## src/rtl/mem_port_ctrl_pkg.sv

```systemverilog
// Shared pipeline definitions: memory-port FSM states, default widths and latency,
// and the latency-counter width rule used by the memory port controller.
package pipe_pkg;

   localparam int ADDR_W_DEF  = 16;
   localparam int DATA_W_DEF  = 16;
   localparam int MEM_LAT_DEF = 2;

   typedef enum logic [1:0] {
      IDLE  = 2'd0,
      DATA  = 2'd1,
      FETCH = 2'd2
   } mem_port_state_t;

   // Counter must hold MEM_LAT-1; a single-cycle port still keeps one bit.
   function automatic int cnt_width(input int lat);
      return (lat > 1) ? $clog2(lat) : 1;
   endfunction

endpackage

```

## src/rtl/mem_port_ctrl_if.sv

```systemverilog
// Bundle of EX/MEM request fields, fetch handshake, memory port and pipeline stall
// shared between the memory port controller and its surroundings.
interface mem_port_ctrl_if
   import pipe_pkg::*;
#(
   parameter int ADDR_W = ADDR_W_DEF,
   parameter int DATA_W = DATA_W_DEF
) ();

   logic              memRead_mem;
   logic              memWrite_mem;
   logic [ADDR_W-1:0] ALU_result_mem;
   logic [DATA_W-1:0] Rs_data_mem;
   logic              if_req;
   logic [ADDR_W-1:0] if_addr;
   logic              mem_en;
   logic              mem_we;
   logic [ADDR_W-1:0] mem_addr;
   logic [DATA_W-1:0] mem_wdata;
   logic [DATA_W-1:0] mem_rdata;
   logic              dm_valid;
   logic [DATA_W-1:0] dm_rdata;
   logic              if_grant;
   logic [DATA_W-1:0] if_rdata;
   logic              stall_pipe;

   modport master (
      input  memRead_mem, memWrite_mem, ALU_result_mem, Rs_data_mem,
      input  if_req, if_addr, mem_rdata,
      output mem_en, mem_we, mem_addr, mem_wdata,
      output dm_valid, dm_rdata, if_grant, if_rdata, stall_pipe
   );

   modport slave (
      output memRead_mem, memWrite_mem, ALU_result_mem, Rs_data_mem,
      output if_req, if_addr, mem_rdata,
      input  mem_en, mem_we, mem_addr, mem_wdata,
      input  dm_valid, dm_rdata, if_grant, if_rdata, stall_pipe
   );

endinterface

```

## src/rtl/mem_port_ctrl_chk.sv

```systemverilog
// Protocol properties of the memory port: exclusive completion pulses, writes only
// on an enabled port, and a mandatory idle cycle after every completion.
module mem_port_ctrl_chk (
   input logic clk,
   input logic rst_n,
   input logic mem_en,
   input logic mem_we,
   input logic dm_valid,
   input logic if_grant
);

   a_excl_done: assert property (@(posedge clk) disable iff (!rst_n)
      !(dm_valid && if_grant));

   a_we_needs_en: assert property (@(posedge clk) disable iff (!rst_n)
      mem_we |-> mem_en);

   a_idle_after_done: assert property (@(posedge clk) disable iff (!rst_n)
      (dm_valid || if_grant) |=> !mem_en);

endmodule

```

## src/rtl/mem_port_ctrl_lat_counter.sv

```systemverilog
// Loadable down-counter that tracks the remaining cycles of a memory access;
// it saturates at zero and flags the final access cycle.
module mem_lat_counter #(
   parameter int W = 1
) (
   input  logic         clk,
   input  logic         rst_n,
   input  logic         load,
   input  logic [W-1:0] load_val,
   input  logic         dec,
   output logic         zero
);

   logic [W-1:0] cnt_r;

   // Remaining-cycle count: load on access start, count down while the port is busy.
   always_ff @(posedge clk or negedge rst_n) begin
      if (!rst_n) begin
         cnt_r <= {W{1'b0}};
      end else if (load) begin
         cnt_r <= load_val;
      end else if (dec && (cnt_r != {W{1'b0}})) begin
         cnt_r <= cnt_r - W'(1);
      end else begin
         cnt_r <= cnt_r;
      end
   end

   assign zero = (cnt_r == {W{1'b0}});

endmodule

```

## src/rtl/mem_port_ctrl.sv

```systemverilog
// Single-port memory arbiter between instruction fetch and the memory stage:
// round-robin grant, MEM_LAT-cycle access sequencing and pipeline stall generation.
module mem_port_ctrl
   import pipe_pkg::*;
#(
   parameter int ADDR_W  = ADDR_W_DEF,
   parameter int DATA_W  = DATA_W_DEF,
   parameter int MEM_LAT = MEM_LAT_DEF
) (
   input logic             clk,
   input logic             rst_n,
   mem_port_ctrl_if.master bus
);

   localparam int               CNT_W    = cnt_width(MEM_LAT);
   localparam logic [CNT_W-1:0] CNT_LOAD = CNT_W'(MEM_LAT - 1);

   mem_port_state_t   state_r;
   mem_port_state_t   state_next_s;
   logic              last_data_r;
   logic              we_r;
   logic [ADDR_W-1:0] addr_r;
   logic [DATA_W-1:0] wdata_r;
   logic              dreq_s;
   logic              grant_data_s;
   logic              grant_fetch_s;
   logic              busy_s;
   logic              zero_s;
   logic              dm_valid_s;
   logic              if_grant_s;

   assign dreq_s = bus.memRead_mem | bus.memWrite_mem;
   assign busy_s = (state_r != IDLE);

   mem_lat_counter #(.W(CNT_W)) u_lat_counter (
      .clk      (clk),
      .rst_n    (rst_n),
      .load     (grant_data_s | grant_fetch_s),
      .load_val (CNT_LOAD),
      .dec      (busy_s),
      .zero     (zero_s)
   );

   // FSM state register.
   always_ff @(posedge clk or negedge rst_n) begin
      if (!rst_n) begin
         state_r <= IDLE;
      end else begin
         state_r <= state_next_s;
      end
   end

   // Arbitration and access sequencing; data wins a tie unless it had the last grant.
   always_comb begin
      state_next_s  = state_r;
      grant_data_s  = 1'b0;
      grant_fetch_s = 1'b0;
      case (state_r)
         IDLE: begin
            if (dreq_s && (!bus.if_req || !last_data_r)) begin
               grant_data_s = 1'b1;
               state_next_s = DATA;
            end else if (bus.if_req) begin
               grant_fetch_s = 1'b1;
               state_next_s  = FETCH;
            end else begin
               state_next_s = IDLE;
            end
         end
         DATA, FETCH: begin
            if (zero_s) begin
               state_next_s = IDLE;
            end else begin
               state_next_s = state_r;
            end
         end
         default: begin
            state_next_s = IDLE;
         end
      endcase
   end

   // Access fields are captured at grant so requesters may change them mid-access.
   always_ff @(posedge clk or negedge rst_n) begin
      if (!rst_n) begin
         addr_r  <= {ADDR_W{1'b0}};
         wdata_r <= {DATA_W{1'b0}};
         we_r    <= 1'b0;
      end else if (grant_data_s) begin
         addr_r  <= bus.ALU_result_mem;
         wdata_r <= bus.Rs_data_mem;
         we_r    <= bus.memWrite_mem;
      end else if (grant_fetch_s) begin
         addr_r  <= bus.if_addr;
         wdata_r <= bus.Rs_data_mem;
         we_r    <= 1'b0;
      end else begin
         addr_r  <= addr_r;
         wdata_r <= wdata_r;
         we_r    <= we_r;
      end
   end

   // Round-robin history: remembers which requester completed last.
   always_ff @(posedge clk or negedge rst_n) begin
      if (!rst_n) begin
         last_data_r <= 1'b0;
      end else if (dm_valid_s) begin
         last_data_r <= 1'b1;
      end else if (if_grant_s) begin
         last_data_r <= 1'b0;
      end else begin
         last_data_r <= last_data_r;
      end
   end

   assign dm_valid_s = (state_r == DATA)  && zero_s;
   assign if_grant_s = (state_r == FETCH) && zero_s;

   assign bus.mem_en     = busy_s;
   assign bus.mem_we     = busy_s & we_r;
   assign bus.mem_addr   = addr_r;
   assign bus.mem_wdata  = wdata_r;
   assign bus.dm_valid   = dm_valid_s;
   assign bus.dm_rdata   = bus.mem_rdata;
   assign bus.if_grant   = if_grant_s;
   assign bus.if_rdata   = bus.mem_rdata;
   assign bus.stall_pipe = dreq_s & ~dm_valid_s;

   mem_port_ctrl_chk u_chk (
      .clk      (clk),
      .rst_n    (rst_n),
      .mem_en   (busy_s),
      .mem_we   (busy_s & we_r),
      .dm_valid (dm_valid_s),
      .if_grant (if_grant_s)
   );

endmodule

```

## src/flat_wrapper.sv

```systemverilog
// flat-port wrapper written by rule: the top's interface ports become plain ports
module mem_port_ctrl_flat import pipe_pkg::*;
#(
   parameter int ADDR_W  = ADDR_W_DEF,
   parameter int DATA_W  = DATA_W_DEF,
   parameter int MEM_LAT = MEM_LAT_DEF
)
  (clk, rst_n, bus_memRead_mem, bus_memWrite_mem, bus_ALU_result_mem, bus_Rs_data_mem, bus_if_req, bus_if_addr, bus_mem_rdata, bus_mem_en, bus_mem_we, bus_mem_addr, bus_mem_wdata, bus_dm_valid, bus_dm_rdata, bus_if_grant, bus_if_rdata, bus_stall_pipe);
  mem_port_ctrl_if #(.ADDR_W(ADDR_W), .DATA_W(DATA_W)) bus_i ();
  input logic clk;
  input logic rst_n;
  input wire logic [$bits(bus_i.memRead_mem)-1:0] bus_memRead_mem;
  input wire logic [$bits(bus_i.memWrite_mem)-1:0] bus_memWrite_mem;
  input wire logic [$bits(bus_i.ALU_result_mem)-1:0] bus_ALU_result_mem;
  input wire logic [$bits(bus_i.Rs_data_mem)-1:0] bus_Rs_data_mem;
  input wire logic [$bits(bus_i.if_req)-1:0] bus_if_req;
  input wire logic [$bits(bus_i.if_addr)-1:0] bus_if_addr;
  input wire logic [$bits(bus_i.mem_rdata)-1:0] bus_mem_rdata;
  output wire logic [$bits(bus_i.mem_en)-1:0] bus_mem_en;
  output wire logic [$bits(bus_i.mem_we)-1:0] bus_mem_we;
  output wire logic [$bits(bus_i.mem_addr)-1:0] bus_mem_addr;
  output wire logic [$bits(bus_i.mem_wdata)-1:0] bus_mem_wdata;
  output wire logic [$bits(bus_i.dm_valid)-1:0] bus_dm_valid;
  output wire logic [$bits(bus_i.dm_rdata)-1:0] bus_dm_rdata;
  output wire logic [$bits(bus_i.if_grant)-1:0] bus_if_grant;
  output wire logic [$bits(bus_i.if_rdata)-1:0] bus_if_rdata;
  output wire logic [$bits(bus_i.stall_pipe)-1:0] bus_stall_pipe;
  assign bus_i.memRead_mem = bus_memRead_mem;
  assign bus_i.memWrite_mem = bus_memWrite_mem;
  assign bus_i.ALU_result_mem = bus_ALU_result_mem;
  assign bus_i.Rs_data_mem = bus_Rs_data_mem;
  assign bus_i.if_req = bus_if_req;
  assign bus_i.if_addr = bus_if_addr;
  assign bus_i.mem_rdata = bus_mem_rdata;
  assign bus_mem_en = bus_i.mem_en;
  assign bus_mem_we = bus_i.mem_we;
  assign bus_mem_addr = bus_i.mem_addr;
  assign bus_mem_wdata = bus_i.mem_wdata;
  assign bus_dm_valid = bus_i.dm_valid;
  assign bus_dm_rdata = bus_i.dm_rdata;
  assign bus_if_grant = bus_i.if_grant;
  assign bus_if_rdata = bus_i.if_rdata;
  assign bus_stall_pipe = bus_i.stall_pipe;
  mem_port_ctrl #(.ADDR_W(ADDR_W), .DATA_W(DATA_W), .MEM_LAT(MEM_LAT)) u_core (.clk(clk), .rst_n(rst_n), .bus(bus_i));
endmodule
```

## config.mk

```make
export PLATFORM = sky130hd
export DESIGN_NAME = mem_port_ctrl_flat
export DESIGN_NICKNAME = d
export VERILOG_FILES = /design/src/rtl/mem_port_ctrl_pkg.sv /design/src/rtl/mem_port_ctrl_if.sv /design/src/rtl/mem_port_ctrl_chk.sv /design/src/rtl/mem_port_ctrl_lat_counter.sv /design/src/rtl/mem_port_ctrl.sv /design/src/flat_wrapper.sv
export SDC_FILE = /design/constraint.sdc
export NUM_CORES = 1
export LEC_CHECK = 0
export ABC_CLOCK_PERIOD_IN_PS = 1900
export BUFFER_PORTS_ARGS = -buffer_cell sky130_fd_sc_hd__buf_2
export CAP_MARGIN = 20
export CORE_ASPECT_RATIO = 2
export CORE_MARGIN = 3
export CORE_UTILIZATION = 41
export DETAILED_ROUTE_END_ITERATION = 10
export PLACE_DENSITY = 0.91
export RECOVER_POWER = 100
export SLEW_MARGIN = 20
export SYNTH_ARGS = -nofsm -noshare
export SYNTH_HDL_FRONTEND = slang
export SYNTH_SLANG_ARGS = --single-unit
export TNS_END_PERCENT = 50
```

## constraint.sdc

```tcl
create_clock -name clk -period 1.9 [get_ports clk]
set_input_delay 0.285 -clock clk [delete_from_list [all_inputs] [get_ports clk]]
set_output_delay 0.285 -clock clk [all_outputs]
set_load 0.01 [all_outputs]
```

==> run metrics, run 1 <==
Worst setup EP type=primary output; RePlAce Congestion=just under 0.7; clock latency on the worst-skew pair=about 0.28 ns; share of cells above drive strength 1=~50%; DRT iter0 DRCs=25; Critical Path Source=u_core.state_r[0]$_DFFE_PN0P_; Hold Crit Class=in -> async; VDD IR max=just under 0.0008 V; Leakage Power=roughly 0.0011 µW; initial antenna violation count=0; Pins Over Slew Limit=0; Gate Count Post-Synth=146; worst r2r src=u_core.state_r[0]$_DFFE_PN0P_; global routing's busiest layer=met2; Residual DRC=0; Via density=4.76; Seq cells post-synth=37; TritonCTS clock tree=done; Num CTS Buffers=5; PnR Total Power=3630 µW; Period Utilization, post-route=90.9%; Sum Neg Setup Slack=0 ns; GRT met2 Usage=27.4%; row count=35; Ant. Diodes=0; Layout fillers=around 470; synth warn=0; Syn-to-layout area delta=12.2%; Worst Slack Setup Final=around 0.17 ns; status=completed; Post-Syn Area per Cell=about 14 µm²; minimum clock period=between 1.5 and 2 ns; CTS HTree Levels=2; total core area=between 0.004 and 0.005 mm²; sequential area share after synthesis=a little under half; M3 GR Usage=4.33%; Detailed Routing Iterations Pass 1=3; max_cap viols=0; RR Endpoint=u_core.bus.mem_wdata[7]$_DFFE_PN0P_; Max Clock Skew=0.00652 ns; Net Sw Frac=a little over a third; slew margin rel.=about 39%; Syn Nets=218; Synth cell types=19; CP endpoint=bus_mem_we; CP Launch Type=flip-flop; vias in the first global route=between 1000 and 1500; dpl hpwl=about 3.2 mm; Reg power frac=a little under two fifths; Max Buffers Root-to-Sink=2; Die ar.=0.00580 mm²; GR Util met1=approximately 15%; Ports=138; GRT Overall Usage=between 10% and 20%; Mapped Area=0.00200 mm²; first-pass GRT wire length=6.89 mm; Max FO, Critical Path=5; Worst R2R Setup Slack=approximately 0.18 ns; switching power=around 1300 µW; fin util=just under 50%; internal power=approximately 2300 µW; P per Cell Area=roughly 1600 mW/mm²; total grt overflow=0; final hold vios=0; CTS Root Buffer Type=clkbuf_8; DIE WIDTH=between 50 and 60 µm; # setup viols final=0; Sink Count=37; arrival time at the worst endpoint=roughly 1.4 ns; DR vias=1256; clock power share=14.4%; number of nets in the layout=280; commonest non-fill, non-tap cell in the layout=buf_2; starting density of the core=43.0%; RSZ-0062 raised after global routing=no; largest net degree at the start of global routing=38; post-detailed-route count of antenna-violating nets=0; WL/cell=15.5 µm; most frequent cells in the layout=buf_2 (51), clkbuf_1 (37), dfrtp_1 (37); data required time of the worst path=1.62 ns; Worst Tran Pin Value=roughly 0.9 ns; Comb power frac=between 40 and 50%; Reg clk slew, reported paths=0.07 ns; Routed WL=between 4 and 5 mm; Peak Freq=~0.58 GHz; DP Worst Slack=between 0.09 and 0.1 ns; Die Ht=105 µm; Port Buf Inserts=89; cells on worst reg2reg path=5; CP Class=reg -> out
==> cells by family after synthesis <==
group / synth area share, %
AO/OA/AOI/OAI: 2.38
adder cells (fa/ha/maj): 1.88
buffers and inverters: 14.7
flip-flops: 46.3
multiplexers: 31.3
AND/OR/NAND/NOR: 3.44
==> routing by layer <==
layer	vias to the layer above	share of wire, %
met5	-	0
met4	0	3.0
met3	15	7.8
met2	59	57
met1	598	32
li1	584	-
==> state kept, by name, indices dropped and copies added (netlist names) <==
register,flops
u_core.bus.mem_addr,16
u_core.state_r,2
u_core.last_data_r,1
u_core.u_lat_counter.cnt_r,1
u_core.bus.mem_wdata,16
u_core.we_r,1
==> timing repair <==
item,CTS,global route
gates resized for setup,0,1
setup endpoints to repair,0,18
buffers inserted,0,0
hold buffers,0,0
==> Yosys cell counts <==
| cell type | n | share of area, % |
|---|---|---|
| nand2_4 | 1 | 0.56 |
| ha_1 | 3 | 1.9 |
| inv_1 | 4 | 0.75 |
| buf_6 | 2 | 1.1 |
| buf_4 | 34 | 13 |
| o21bai_1 | 1 | 0.38 |
| mux2_4 | 20 | 15 |
| mux2i_1 | 1 | 0.50 |
| or2_1 | 1 | 0.31 |
| nor2_1 | 2 | 0.38 |
| dfrtp_1 | 37 | 46 |
| a32o_1 | 1 | 0.50 |
| o21ai_0 | 1 | 0.25 |
| mux2_2 | 28 | 16 |
| nand3_2 | 1 | 0.50 |
| nor2b_1 | 3 | 0.94 |
| o2111ai_1 | 1 | 0.44 |
| nand2_1 | 4 | 0.75 |
| o21ai_4 | 1 | 0.81 |
==> layout make-up <==
| cell class | instances | area [µm²] | share of cell area, % |
|---|---|---|---|
| Timing Repair Buffer | 91 | 413 | 18.4 |
| Sequential cell | 37 | 926 | 41.3 |
| Clock buffer | 6 | 72.6 | 3.24 |
| Clock inverter | 2 | 10.0 | 0.446 |
| Tap cell | 55 | 68.8 | 3.07 |
| Multi-Input combinational cell | 69 | 737 | 32.9 |
| Inverter | 4 | 15.0 | 0.670 |
==> power by group through the flow <==
stage                     registers (µW)  clock network, µW  logic, µW
after floorplan                     1560                  0       1250
after global placement              1380                  0       1910
after detailed placement            1400                  0       1970
after CTS                           1390                551       1980
after global routing                1450                584       1900
final                               1390                524       1710
==> worst max-delay path, stage by stage (launching register included) <==
cell and delay [ns]:
dfrtp_1 0.40, inv_1 0.12, ha_2 0.27, clkbuf_2 0.19, nor2b_1 0.06, clkbuf_2 0.12
==> worst min-delay path by stage <==
stage | startpoint | end | slack [ns] | depth (start not counted)
finish | rst_n | u_core.bus.mem_addr[12]$_DFFE_PN0P_ | 0.12 | 1
global route | rst_n | u_core.bus.mem_addr[12]$_DFFE_PN0P_ | 0.18 | 1
CTS | rst_n | u_core.bus.mem_addr[10]$_DFFE_PN0P_ | 0.12 | 1
detailed placement | rst_n | u_core.bus.mem_addr[10]$_DFFE_PN0P_ | 0.43 | 1
global placement | rst_n | u_core.bus.mem_addr[10]$_DFFE_PN0P_ | 0.42 | 1
floorplan | rst_n | u_core.bus.mem_addr[0]$_DFFE_PN0P_ | -0.01 | 0
==> metrics by stage <==
step	area, µm²	cells	hold WS, ns
2_1_floorplan	2000	146	-0.0106
3_3_place_gp	2250	256	0.420
3_5_place_dp	2250	256	0.434
4_1_cts	2330	264	0.119
5_1_grt	2240	264	0.175
6_report	2240	264	0.117
(Power assumes the default switching activity.)
==> inputs of run 2 (changes only) <==
--- a/config.mk
+++ b/config.mk
@@ -10,9 +10,9 @@
 export CAP_MARGIN = 20
 export CORE_ASPECT_RATIO = 2
 export CORE_MARGIN = 3
-export CORE_UTILIZATION = 41
+export CORE_UTILIZATION = 38
 export DETAILED_ROUTE_END_ITERATION = 10
-export PLACE_DENSITY = 0.91
+export PLACE_DENSITY = 0.86
 export RECOVER_POWER = 100
 export SLEW_MARGIN = 20
 export SYNTH_ARGS = -nofsm -noshare
==> run 2 against run 1 <==
Effect of this change:
- setup slack gained 0.019 ns
- via count rose by 0.56%
- sequential share of layout area fell by 1.1 points
- largest cell class unchanged
- critical path depth did not move
- non-clock buffer count unchanged
- critical endpoint unchanged
- design area increased by 2.8%
- critical path type unchanged
==> run metrics, run 2 (synthesis gave the netlist of run 1 again) <==
status=completed; Peak Freq=0.585 GHz (+1.1%); Ant. Diodes=0 (unchanged); Period Utilization, post-route=90.0% (-0.98 points); Worst Tran Pin Value=0.931 ns (+0.0224 ns); Max Buffers Root-to-Sink=2 (unchanged); post-route insts no fill=266 (+0.76%); first-pass GRT wire length=6.31 mm (-8.3%); # placed instances=258 (+0.78%); data required time of the worst path=1.62 ns (about the same); post-detailed-route count of antenna-violating nets=0 (unchanged); DP Worst Slack=0.138 ns (+0.0411 ns); Worst Slack Setup Final=0.191 ns (+0.0186 ns); RePlAce Congestion=0.779 (+13%); row count=36 (+2.9%); largest net degree at the start of global routing=38 (unchanged); M3 GR Usage=3.46% (-0.86 points); # setup viols final=0 (unchanged); CP Launch Type=flip-flop; Syn-to-layout area delta=15.3%; DIE WIDTH=57.3 µm (+3.4%); share of cells above drive strength 1=49.8% (unchanged); starting density of the core=40.3% (-2.7 points); DRT iter0 DRCs=20 (-20%); worst r2r src=u_core.state_r[0]$_DFFE_PN0P_; final hold vios=0 (unchanged); DR vias=1263 (+0.56%); CTS HTree Levels=2 (unchanged); CTS Root Buffer Type=clkbuf_8; most frequent cells in the layout=buf_2 (51), clkbuf_1 (37), dfrtp_1 (37); Die ar.=0.00622 mm² (+7.2%); Num CTS Buffers=5 (unchanged); initial antenna violation count=0 (unchanged); Hold Crit Class=in -> async; GRT met2 Usage=26.4% (-0.94 points); delay-heaviest family, CP=buffers and inverters; fin util=46.5% (-1.8 points); Die Ht=109 µm (+3.7%); total grt overflow=0 (unchanged); Max FO, Critical Path=6 (+1); Port Buf Inserts=89 (unchanged); global routing's busiest layer=met2; VDD IR max=0.000848 V (+9.6%); Critical Path Source=u_core.state_r[0]$_DFFE_PN0P_; arrival time at the worst endpoint=1.42 ns (-0.02 ns); Ports=138 (unchanged); Reg clk slew, reported paths=0.07 ns (about the same); minimum clock period=1.71 ns (-0.0186 ns); Max Clock Skew=0.00341 ns (-0.00311 ns); vias in the first global route=1408 (+0.14%); CP Class=reg -> out; critical path's largest stage delay=0.36 ns (-0.04 ns); Sum Neg Setup Slack=0 ns (unchanged); P per Cell Area=1670 mW/mm² (+3.4%); RSZ-0062 raised after global routing=no; clock latency on the worst-skew pair=0.28 ns (about the same); Post-CTS Hold Buffers=0 (unchanged); Slowest-stage cell, CP=dfrtp_1; slew margin rel.=37.9% (-1.5 points); Pins Over Slew Limit=0 (unchanged); total core area=0.00495 mm² (+6.7%); Leakage Power=0.00109 µW (+2.1%); GRT Overall Usage=13.4% (-1.8 points); Routed WL=4.05 mm (-0.83%); critical path cell sequence=inv_1 > ha_1 > buf_4 > nor2b_1 > clkbuf_1; Detailed Routing Iterations Pass 1=3 (unchanged); TritonCTS clock tree=done; number of setup buffers added after CTS=0 (unchanged); Residual DRC=0 (unchanged); Worst setup EP type=primary output; dpl hpwl=3.22 mm (about the same); post-CTS sizing=0 (unchanged); max_cap viols=0 (unchanged); number of nets in the layout=280 (unchanged); Sink Count=37 (unchanged); Via density=4.75 (-0.20%); CP bufs+invs=3 (unchanged); WL/cell=15.2 µm (-1.6%); commonest non-fill, non-tap cell in the layout=buf_2; GR Util met1=12.0% (-3.4 points)
-- run 2: where the power goes --
part	switching [µW]	total (µW)	internal [µW]	leakage [µW]
sequential	206	1390	1190	0.000433
clock	270	696	427	0.0000574
combinational	840	1760	925	0.000600
total	1320	3850	2540	0.00109
-- run 2: worst paths after layout --
| path | end | slack, ns | cells past startpoint |
|---|---|---|---|
| setup / recovery | bus_mem_we | 0.19 | 5 |
| hold / removal | u_core.bus.mem_addr[12]$_DFFE_PN0P_ | 0.13 | 1 |
| setup reg to reg | u_core.bus.mem_addr[11]$_DFFE_PN0P_ | 0.23 | 5 |
| hold reg to reg | u_core.bus.mem_wdata[6]$_DFFE_PN0P_ | 0.51 | 1 |
| max in group asynchronous | u_core.bus.mem_wdata[13]$_DFFE_PN0P_ | 1.18 | 1 |
| min in group clk | u_core.bus.mem_addr[5]$_DFFE_PN0P_ | 0.23 | 2 |
-- run 2: routing by layer --
metal  up-vias  share of wire [%]  routed length, µm
met5         -                  0                  0
met4         0                2.1                 85
met3        11                7.9                321
met2        60                 58               2370
met1       608                 31               1280
li1        584                  -                  -
-- run 2: through the flow --
stage / instance area, µm² / power (µW) / hold slack [ns]
after floorplan: 2000 / 2810 / -0.0106
after global placement: 2260 / 3310 / 0.415
after detailed placement: 2260 / 3400 / 0.433
after CTS: 2380 / 4120 / 0.121
after global routing: 2300 / 4130 / 0.199
final: 2300 / 3850 / 0.128
-- run 2: area by class of cell --
type	count	area [µm²]
flip-flops and latches	37	926
inverters	4	15.0
clock buffers	6	82.6
multi-input cells	69	746
repair buffers	91	427
clock inverters	2	37.5
fillers	501	2650
well taps	57	71.3
